===== config.mk =====
export PLATFORM = sky130hd
export DESIGN_NAME = sprite_evaluator
export DESIGN_NICKNAME = d
export VERILOG_FILES = /design/src/rtl/sprite_evaluator.sv
export SDC_FILE = /design/constraint.sdc
export NUM_CORES = 1
export LEC_CHECK = 0
export ABC_AREA = 1
export CORE_MARGIN = 3
export CORE_UTILIZATION = 48
export DETAILED_ROUTE_END_ITERATION = 16
export PLACE_DENSITY_LB_ADDON = 0.25
export SLEW_MARGIN = 40
export SYNTH_ARGS = -nofsm -noshare
export SYNTH_HDL_FRONTEND = slang
export SYNTH_SLANG_ARGS = --single-unit

===== constraint.sdc =====
create_clock -name clock -period 1.6 [get_ports clock]
set_input_delay 0.24 -clock clock [delete_from_list [all_inputs] [get_ports clock]]
set_output_delay 0.24 -clock clock [all_outputs]
set_load 0.05 [all_outputs]

===== src/rtl/sprite_evaluator.sv =====
// Per-scanline sprite evaluation: clears secondary OAM, copies up to SEC_SLOTS
// in-range sprites from primary OAM, then runs the NES-style overflow search.
module sprite_evaluator #(
  parameter int unsigned OAM_ENTRIES = 64,
  parameter int unsigned SEC_SLOTS   = 8
) (
  input  logic                                 clock,
  input  logic                                 reset_N,
  input  logic                                 clock_EN,
  input  logic                                 spriteEval_EN,
  input  logic                                 spriteEvalReset,
  input  logic [8:0]                           lineCount,
  input  logic                                 spriteSize16,
  output logic [$clog2(OAM_ENTRIES)+1:0]       oamAddr,
  input  logic [7:0]                           oamData,
  output logic [$clog2(SEC_SLOTS)+1:0]         secOamAddr,
  output logic [7:0]                           secOamWData,
  output logic                                 secOamWE,
  output logic [$clog2(SEC_SLOTS+1)-1:0]       spriteCount,
  output logic                                 sprite0InLine,
  output logic                                 spriteOverflowSet
);

  localparam int unsigned NW         = $clog2(OAM_ENTRIES);
  localparam int unsigned SW         = $clog2(SEC_SLOTS);
  localparam int unsigned CW         = $clog2(SEC_SLOTS + 1);
  localparam int unsigned ECW        = 8;
  localparam int unsigned CLR_CYCLES = SEC_SLOTS * 8;

  typedef enum logic [2:0] {
    ST_CLEAR,
    ST_EVAL_Y,
    ST_COPY,
    ST_OVF,
    ST_DONE
  } state_e;

  state_e           state_q, state_d;
  logic [ECW-1:0]   eval_cyc_q, eval_cyc_d;
  logic [NW-1:0]    n_q, n_d;
  logic [1:0]       m_q, m_d;
  logic [SW-1:0]    slot_q, slot_d;
  logic [CW-1:0]    found_q, found_d;
  logic             s0_q, s0_d;
  logic             sec_we_q, sec_we_d;
  logic [SW+1:0]    sec_addr_q, sec_addr_d;
  logic [7:0]       sec_wdata_q, sec_wdata_d;
  logic [CW-1:0]    count_q, count_d;
  logic             s0_line_q, s0_line_d;
  logic             ovf_q, ovf_d;

  logic [9:0]       diff;
  logic             in_range;
  logic             n_last;

  // Y range test; bit 9 of the widened difference is the borrow.
  always_comb begin
    diff     = {1'b0, lineCount} - {2'b00, oamData};
    in_range = !diff[9] && (diff[8:0] < (spriteSize16 ? 9'd16 : 9'd8));
  end

  assign n_last = (n_q == NW'(OAM_ENTRIES - 1));

  always_comb begin
    state_d     = state_q;
    eval_cyc_d  = eval_cyc_q;
    n_d         = n_q;
    m_d         = m_q;
    slot_d      = slot_q;
    found_d     = found_q;
    s0_d        = s0_q;
    sec_we_d    = 1'b0;
    sec_addr_d  = sec_addr_q;
    sec_wdata_d = sec_wdata_q;
    count_d     = count_q;
    s0_line_d   = s0_line_q;
    ovf_d       = 1'b0;

    if (spriteEvalReset) begin
      count_d    = found_q;
      s0_line_d  = s0_q;
      eval_cyc_d = '0;
      n_d        = '0;
      m_d        = '0;
      slot_d     = '0;
      found_d    = '0;
      s0_d       = 1'b0;
      state_d    = ST_CLEAR;
    end else if (spriteEval_EN) begin
      eval_cyc_d = eval_cyc_q + ECW'(1);
      // Even cycles present oamAddr; odd cycles consume oamData.
      case (state_q)
        ST_CLEAR: begin
          if (eval_cyc_q[0]) begin
            sec_we_d    = 1'b1;
            sec_addr_d  = eval_cyc_q[SW+2:1];
            sec_wdata_d = 8'hFF;
          end
          if (eval_cyc_q == ECW'(CLR_CYCLES - 1)) state_d = ST_EVAL_Y;
        end
        ST_EVAL_Y: begin
          if (eval_cyc_q[0]) begin
            sec_we_d    = 1'b1;
            sec_addr_d  = {slot_q, 2'b00};
            sec_wdata_d = oamData;
            if (in_range) begin
              found_d = found_q + CW'(1);
              s0_d    = s0_q | (n_q == '0);
              m_d     = 2'd1;
              state_d = ST_COPY;
            end else begin
              n_d = n_q + NW'(1);
              if (n_last) state_d = ST_DONE;
            end
          end
        end
        ST_COPY: begin
          if (eval_cyc_q[0]) begin
            sec_we_d    = 1'b1;
            sec_addr_d  = {slot_q, m_q};
            sec_wdata_d = oamData;
            if (m_q == 2'd3) begin
              m_d    = 2'd0;
              slot_d = slot_q + SW'(1);
              n_d    = n_q + NW'(1);
              if (n_last)                      state_d = ST_DONE;
              else if (found_q < CW'(SEC_SLOTS)) state_d = ST_EVAL_Y;
              else                             state_d = ST_OVF;
            end else begin
              m_d = m_q + 2'd1;
            end
          end
        end
        ST_OVF: begin
          // Byte offset advances alongside n, so non-Y bytes get tested as Y.
          if (eval_cyc_q[0]) begin
            if (in_range) begin
              ovf_d   = 1'b1;
              state_d = ST_DONE;
            end else begin
              n_d = n_q + NW'(1);
              m_d = m_q + 2'd1;
              if (n_last) state_d = ST_DONE;
            end
          end
        end
        default: ;
      endcase
    end
  end

  always_ff @(posedge clock or negedge reset_N) begin
    if (!reset_N) begin
      state_q     <= ST_CLEAR;
      eval_cyc_q  <= '0;
      n_q         <= '0;
      m_q         <= '0;
      slot_q      <= '0;
      found_q     <= '0;
      s0_q        <= 1'b0;
      sec_we_q    <= 1'b0;
      sec_addr_q  <= '0;
      sec_wdata_q <= '0;
      count_q     <= '0;
      s0_line_q   <= 1'b0;
      ovf_q       <= 1'b0;
    end else if (clock_EN) begin
      state_q     <= state_d;
      eval_cyc_q  <= eval_cyc_d;
      n_q         <= n_d;
      m_q         <= m_d;
      slot_q      <= slot_d;
      found_q     <= found_d;
      s0_q        <= s0_d;
      sec_we_q    <= sec_we_d;
      sec_addr_q  <= sec_addr_d;
      sec_wdata_q <= sec_wdata_d;
      count_q     <= count_d;
      s0_line_q   <= s0_line_d;
      ovf_q       <= ovf_d;
    end
  end

  assign oamAddr           = {n_q, m_q};
  assign secOamAddr        = sec_addr_q;
  assign secOamWData       = sec_wdata_q;
  assign secOamWE          = sec_we_q;
  assign spriteCount       = count_q;
  assign sprite0InLine     = s0_line_q;
  assign spriteOverflowSet = ovf_q;

endmodule


# Yosys cells after proc, flatten, opt, wreduce, memory -nomap -nowiden

Index checks and enable logic that the tools add are counted.

Register bits: 47
Input port bits: 23
Output and inout port bits: 28
Logic and storage cells: 132

Add/subtract/negate cells: 6
Magnitude comparators: 2
Equal/unequal tests: 19
Muxes and demuxes: 63
Bitwise logic cells: 2
Reductions and logical operators: 27

Operators by type and width:

| operator                                      | number |
|---|---|
| two-way mux 3 bit                             | 16 |
| two-way mux 6 bit                             | 6 |
| two-way mux 8 bit                             | 4 |
| inequality test 3 bit, second input constant  | 8 |
| two-way mux 4 bit                             | 5 |
| two-way mux 5 bit                             | 4 |
| two-way mux 2 bit                             | 9 |
| case mux 8 bit (2 select lines)               | 1 |
| AND reduction 8 bit                           | 2 |
| case mux 5 bit (3 select lines)               | 1 |
| two-way mux 1 bit                             | 14 |
| AND reduction 7 bit                           | 2 |
| nonzero test 2 bit                            | 7 |
| case mux 3 bit (4 select lines)               | 1 |
| case mux 6 bit (2 select lines)               | 1 |
| AND reduction 5 bit                           | 2 |
| subtractor 9 x 8 -> 10 bit                    | 1 |
| less-than comparator 9 x 5 -> 1 bit           | 1 |
| adder 8 x 1 -> 8 bit, second input constant   | 1 |
| == test 8 x 6 -> 1 bit, second input constant | 1 |
| adder 6 x 1 -> 6 bit, second input constant   | 1 |
| == test 3 x 2 -> 1 bit, second input constant | 2 |
| == test 6 bit, second input constant          | 1 |
| logical NOT 6 bit                             | 1 |
| other kinds (22)                              | 27 |

# Logic depth before layout (Yosys ltp)

Depth after elaboration: 8
Mapped depth: 18

# Worst setup path after synthesis

Ideal clock, no wire load.

Path kind: input to register
Start: input oamData[3]
End: register n_q[5]
Library setup time: 124 ps
Arrival time: 1,937 ps
Data required time: 1,476 ps
Slack: -461 ps
Stages on the path: 14
Path through: inv_1 ha_1 a21oi_1 nand2_1 xor2_1 ha_1 nand2_1 nand3_1 inv_1 nand3_4 o21ai_4 inv_2 nand2_1 o21ai_1

Cells in the longest elaborated chain, start to end: 5
Elaborated cells between the ends (all ways): 6
Classes of those cells: add/sub: 1; order compare: 1; eq/ne: 1; reduce/logical: 3

RTL lines:

| what                                                                            | line | RTL |
|---|---|---|
| start, declared                                                                 | 15   | `input logic [7:0] oamData,` |
| subtractor 9 x 8 -> 10 bit (*)                                                  | 58   | `diff = {1'b0, lineCount} - {2'b00, oamData};` |
| less-than comparator 9 x 5 -> 1 bit / logical NOT 1 bit (equally long branches) | 59   | `in_range = !diff[9] && (diff[8:0] < (spriteSize16 ? 9'd16 : 9'd8));` |
| logical AND 1 bit (*)                                                           | 59   |  |
| inequality test 3 bit (no line) (*)                                             | n/a  |  |
| AND reduction 7 bit (no line) (*)                                               | n/a  |  |
| end signal, assigned                                                            | 170  | `n_q <= n_d;` |
| end, declared                                                                   | 40   | `logic [NW-1:0] n_q, n_d;` |

Every way passes the cells marked *; elsewhere a longest branch is shown, timed or not.
A chain may end at the register's enable or synchronous reset.

# Worst setup path in the final report

Start: input oamData[3]
End: register ovf_q, in the netlist spriteOverflowSet

Cells in the longest elaborated chain, start to end: 8
Elaborated cells between the ends (all ways): 9
Classes of those cells: add/sub: 1; order compare: 1; mux: 5; reduce/logical: 2

RTL lines:

| what                                                                            | line | RTL |
|---|---|---|
| subtractor 9 x 8 -> 10 bit (*)                                                  | 58   |  |
| less-than comparator 9 x 5 -> 1 bit / logical NOT 1 bit (equally long branches) | 59   |  |
| logical AND 1 bit (*)                                                           | 59   |  |
| two-way mux 1 bit (*)                                                           | 137  | `if (in_range) begin` |
| two-way mux 1 bit (*)                                                           | 136  | `if (eval_cyc_q[0]) begin` |
| two-way mux 1 bit (*)                                                           | 92   | `case (state_q)` |
| two-way mux 1 bit (*)                                                           | 89   | `end else if (spriteEval_EN) begin` |
| two-way mux 1 bit (*)                                                           | 79   | `if (spriteEvalReset) begin` |
| end signal, assigned                                                            | 180  | `ovf_q <= ovf_d;` |
| end, declared                                                                   | 50   | `logic ovf_q, ovf_d;` |

Marked as above.

==> impl_metrics.tcl <==
set metrics [dict create \
    status "finished, violations left" \
    failing_checks "setup timing" \
    filler_cell_count 341 \
    netlist-cell-type-count 39 \
    yosys_warnings 0 \
    drt.antenna.violating_nets 0 \
    grt_pass1_wl_mm 14.32 \
    synth_enable_flop_cells 0 \
    drtPass1Iterations 5 \
    setup_slack_of_the_worst_register_to_register_path_ns -0.19 \
    numPortBuffers 50 \
    synth_sequential_area_ratio_pct 39.71 \
    timing.final.hold_violations 0 \
    tightest_slew_ns 0.5665 \
    dieHeight_um 84.55 \
    placement_rows 27 \
    endpoint_of_the_worst_hold_path "secOamWData[1]$_DFFE_PN0P_" \
    postLayoutSetupSlackWorst_ns -0.4192 \
    yosys.area.top_type "dfrtp_1" \
    clock_tree_from_tritoncts "yes" \
    grt_pass1_vias 3197 \
    drv_cap 0 \
    root_buffer "clkbuf_8" \
    max_clock_freq_mhz 495.2 \
    design.die.area_mm2 0.007149 \
    synth_top_area_share_pct 39.71 \
    crit-reg2reg-capture "n_q[0]$_DFFE_PN0P_" \
    cts.htree.levels 2 \
    clk-insertion-delay-late_ns 0.32 \
    vias 3364 \
    gr-usage-all-layers_pct 24.61 \
    post-dp-hpwl_mm 6.019 \
    place_worst_setup_slack_ns -1.193 \
    fin_skew_ns 0.004217 \
    synth_area_mm2 0.002962 \
    power.density_mw_per_mm2 1163 \
    cp.arrival_ns 2.25 \
    num_antenna_cells 0 \
    startpoint_of_the_worst_slack_reg_to_reg_timing_path "state_q[2]$_DFFE_PN0P_" \
    path_max_fanout 6 \
    syn-mean-instance-area_um2 7.313 \
    peakVddDrop_uv 929.0 \
    floorplan.initialDensity_pct 51.57 \
    grt_antenna_before_repair 0 \
    share_of_layout_cells_above_drive_strength_1_pct 40.75 \
    mapped_nets 442 \
    unrepaired_setup_endpoints_after_global_routing "yes" \
    holdCritStartpoint "oamData[1]" \
    number_of_drc_markers_after_the_initial_detailed_route_iteration 215 \
    clockBufferDepth 2 \
    cp-startpoint "oamData[3]" \
    core_area_mm2 0.005743 \
    detail_route.vias_per_cell 5.542 \
    grt.overflow.total 0 \
    timing_max_transition_violations_final 0 \
    globalplace.congestion 0.9695 \
    min_path_cells 4 \
    crit_path_end_kind "flop" \
    start_kind "input port" \
    asyncSetResetFlopFracSynth_pct 100.0 \
    postSynthRegisterBits 47 \
    setup_viol_count_final 28 \
    p_leak_nw 2.312 \
    final_net_count 571 \
    cp.required_ns 1.83 \
    drt-wirelength-per-cell_um 16.07 \
    grt_max_degree 31 \
    flow.area_growth_from_synthesis_pct 56.23 \
    final_critical_period_ns 2.019 \
    worst-setup-path-type "input port to flop" \
    drc 0 \
    min-delay-path-class "input port to flop" \
    relative_slew_slack_pct 61.84 \
    die_x_um 84.55 \
    finalCritPeriodShare_pct 126.2 \
    cts-buffers-inserted 5 \
    io-pin-count 51 \
    numClockSinks 47 \
    final.hold.worst_slack_ns 0.2593 \
    wirelength_mm 9.754 \
    synth_ff_type "dfrtp_1" \
    postLayoutCoreUtil_pct 80.57 \
    clkSlewWorstSetupHoldPaths_ns 0.09 \
    post_synth_inst_count 405 \
    ff2ff_path_depth 9 \
    synth_area_leaders "dfrtp_1, nand2_1, inv_1" \
]
==> critical path: stages <==
cell and delay (ns):
buf_8 0.09, inv_12 0.03, ha_4 0.29, nand2_4 0.05
inv_2 0.06, nand2_2 0.05, nand2_2 0.07, xor2_1 0.19
ha_1 0.25, nand2_1 0.09, nand3_2 0.08, inv_2 0.09
nand3_4 0.13, buf_4 0.17, buf_6 0.11, o31ai_2 0.24
==> metrics by stage <==
| step | area, µm² | total power [mW] | std cells | setup TNS [ns] |
|---|---|---|---|---|
| 3_5_place_dp | 3993 | 4.142 | 576 | -23.27 |
| 2_1_floorplan | 3033 | 3.136 | 405 | -4.492 |
| 5_1_grt | 4627 | 5.647 | 607 | -7.918 |
| 4_1_cts | 4343 | 5.052 | 597 | -3.043 |
| 6_report | 4627 | 5.382 | 607 | -6.294 |
| 3_3_place_gp | 3993 | 4.082 | 576 | -21.55 |
==> worst max path at each step <==
| stage | to | slack, ns |
|---|---|---|
| CTS | n_q[5]$_DFFE_PN0P_ | -0.24 |
| finish | spriteOverflowSet$_DFFE_PN0P_ | -0.42 |
| detailed placement | n_q[5]$_DFFE_PN0P_ | -1.19 |
| global placement | n_q[5]$_DFFE_PN0P_ | -1.12 |
| floorplan | n_q[5]$_DFFE_PN0P_ | -0.35 |
| global route | n_q[4]$_DFFE_PN0P_ | -0.44 |
==> Yosys cell counts, drive strengths merged (4+ instances only) <==
cell type,n
o21ai,32
ha,14
inv,63
nand2,119
buf,5
xor2,4
nor2,42
nand4,4
a21oi,12
nand3,22
a31oi,9
dfrtp,47
nor3,14
==> cell type report <==
cell class	instances	area (µm²)	share of cell area, %
clock buffer	7	96.34	2.082
sequential	47	1177	25.45
inverter	64	256.5	5.544
tap	72	90.09	1.947
clock inverter	1	7.507	0.1622
multi-input combinational	287	1854	40.08
timing repair buffer	129	1145	24.74
==> per-layer routing <==
metal / vias up / part of all wire (%) / track usage [%]
met2: 143 / 51 / 42.85
met3: 36 / 6.6 / 3.631
met4: 0 / 3.1 / 8.921
met5: - / 0 / 0
met1: 1625 / 40 / 30.93
li1: 1560 / - / -
==> registers in the layout, summed over array words and instances (netlist names), 2 cells and up <==
name / flops
secOamAddr: 5
found_q: 4
m_q: 2
spriteCount: 4
slot_q: 3
secOamWData: 8
n_q: 6
state_q: 3
eval_cyc_q: 8
==> power breakdown <==
part / internal [mW] / switching (mW)
logic: 1.16 / 1.75
registers: 1.44 / 0.198
clock network: 0.394 / 0.441
==> layout by cell type, fill, tap and decap left out, types with 7 or more instances in the layout <==
master,n
inv_1,45
dlygate4sd2_1,10
buf_4,89
inv_2,16
clkbuf_8,7
o21ai_0,10
nand2_4,7
ha_4,7
nor3_1,7
a31oi_1,7
o21ai_1,16
nand2_1,95
nor2_2,8
nand2_2,17
ha_1,7
a21oi_1,7
nand3_1,15
dfrtp_1,46
buf_12,7
nor2_1,30
buf_6,13
==> cell families (layout without fill, tap and decap cells) <==
family                     count (synthesis)  in the layout  share of synthesized area [%]
AOI/OAI and AO/OA                         59             59                          11.79
xor gates and xnor gates                   6              6                          1.774
adders and majority gates                 14             14                          5.915
buffers and inverters                     71            201                          9.421
DFF                                       47             47                          39.71
and+or+nand+nor                          208            208                          31.39
==> repair_timing <==
action,in CTS,in global routing
pin swaps,36,22
buffers inserted,12,10
endpoints found under the hold margin,17,0
resized for setup,82,60
hold buffers,1,0
setup endpoints to repair,19,35
(Power assumes the default switching activity.)
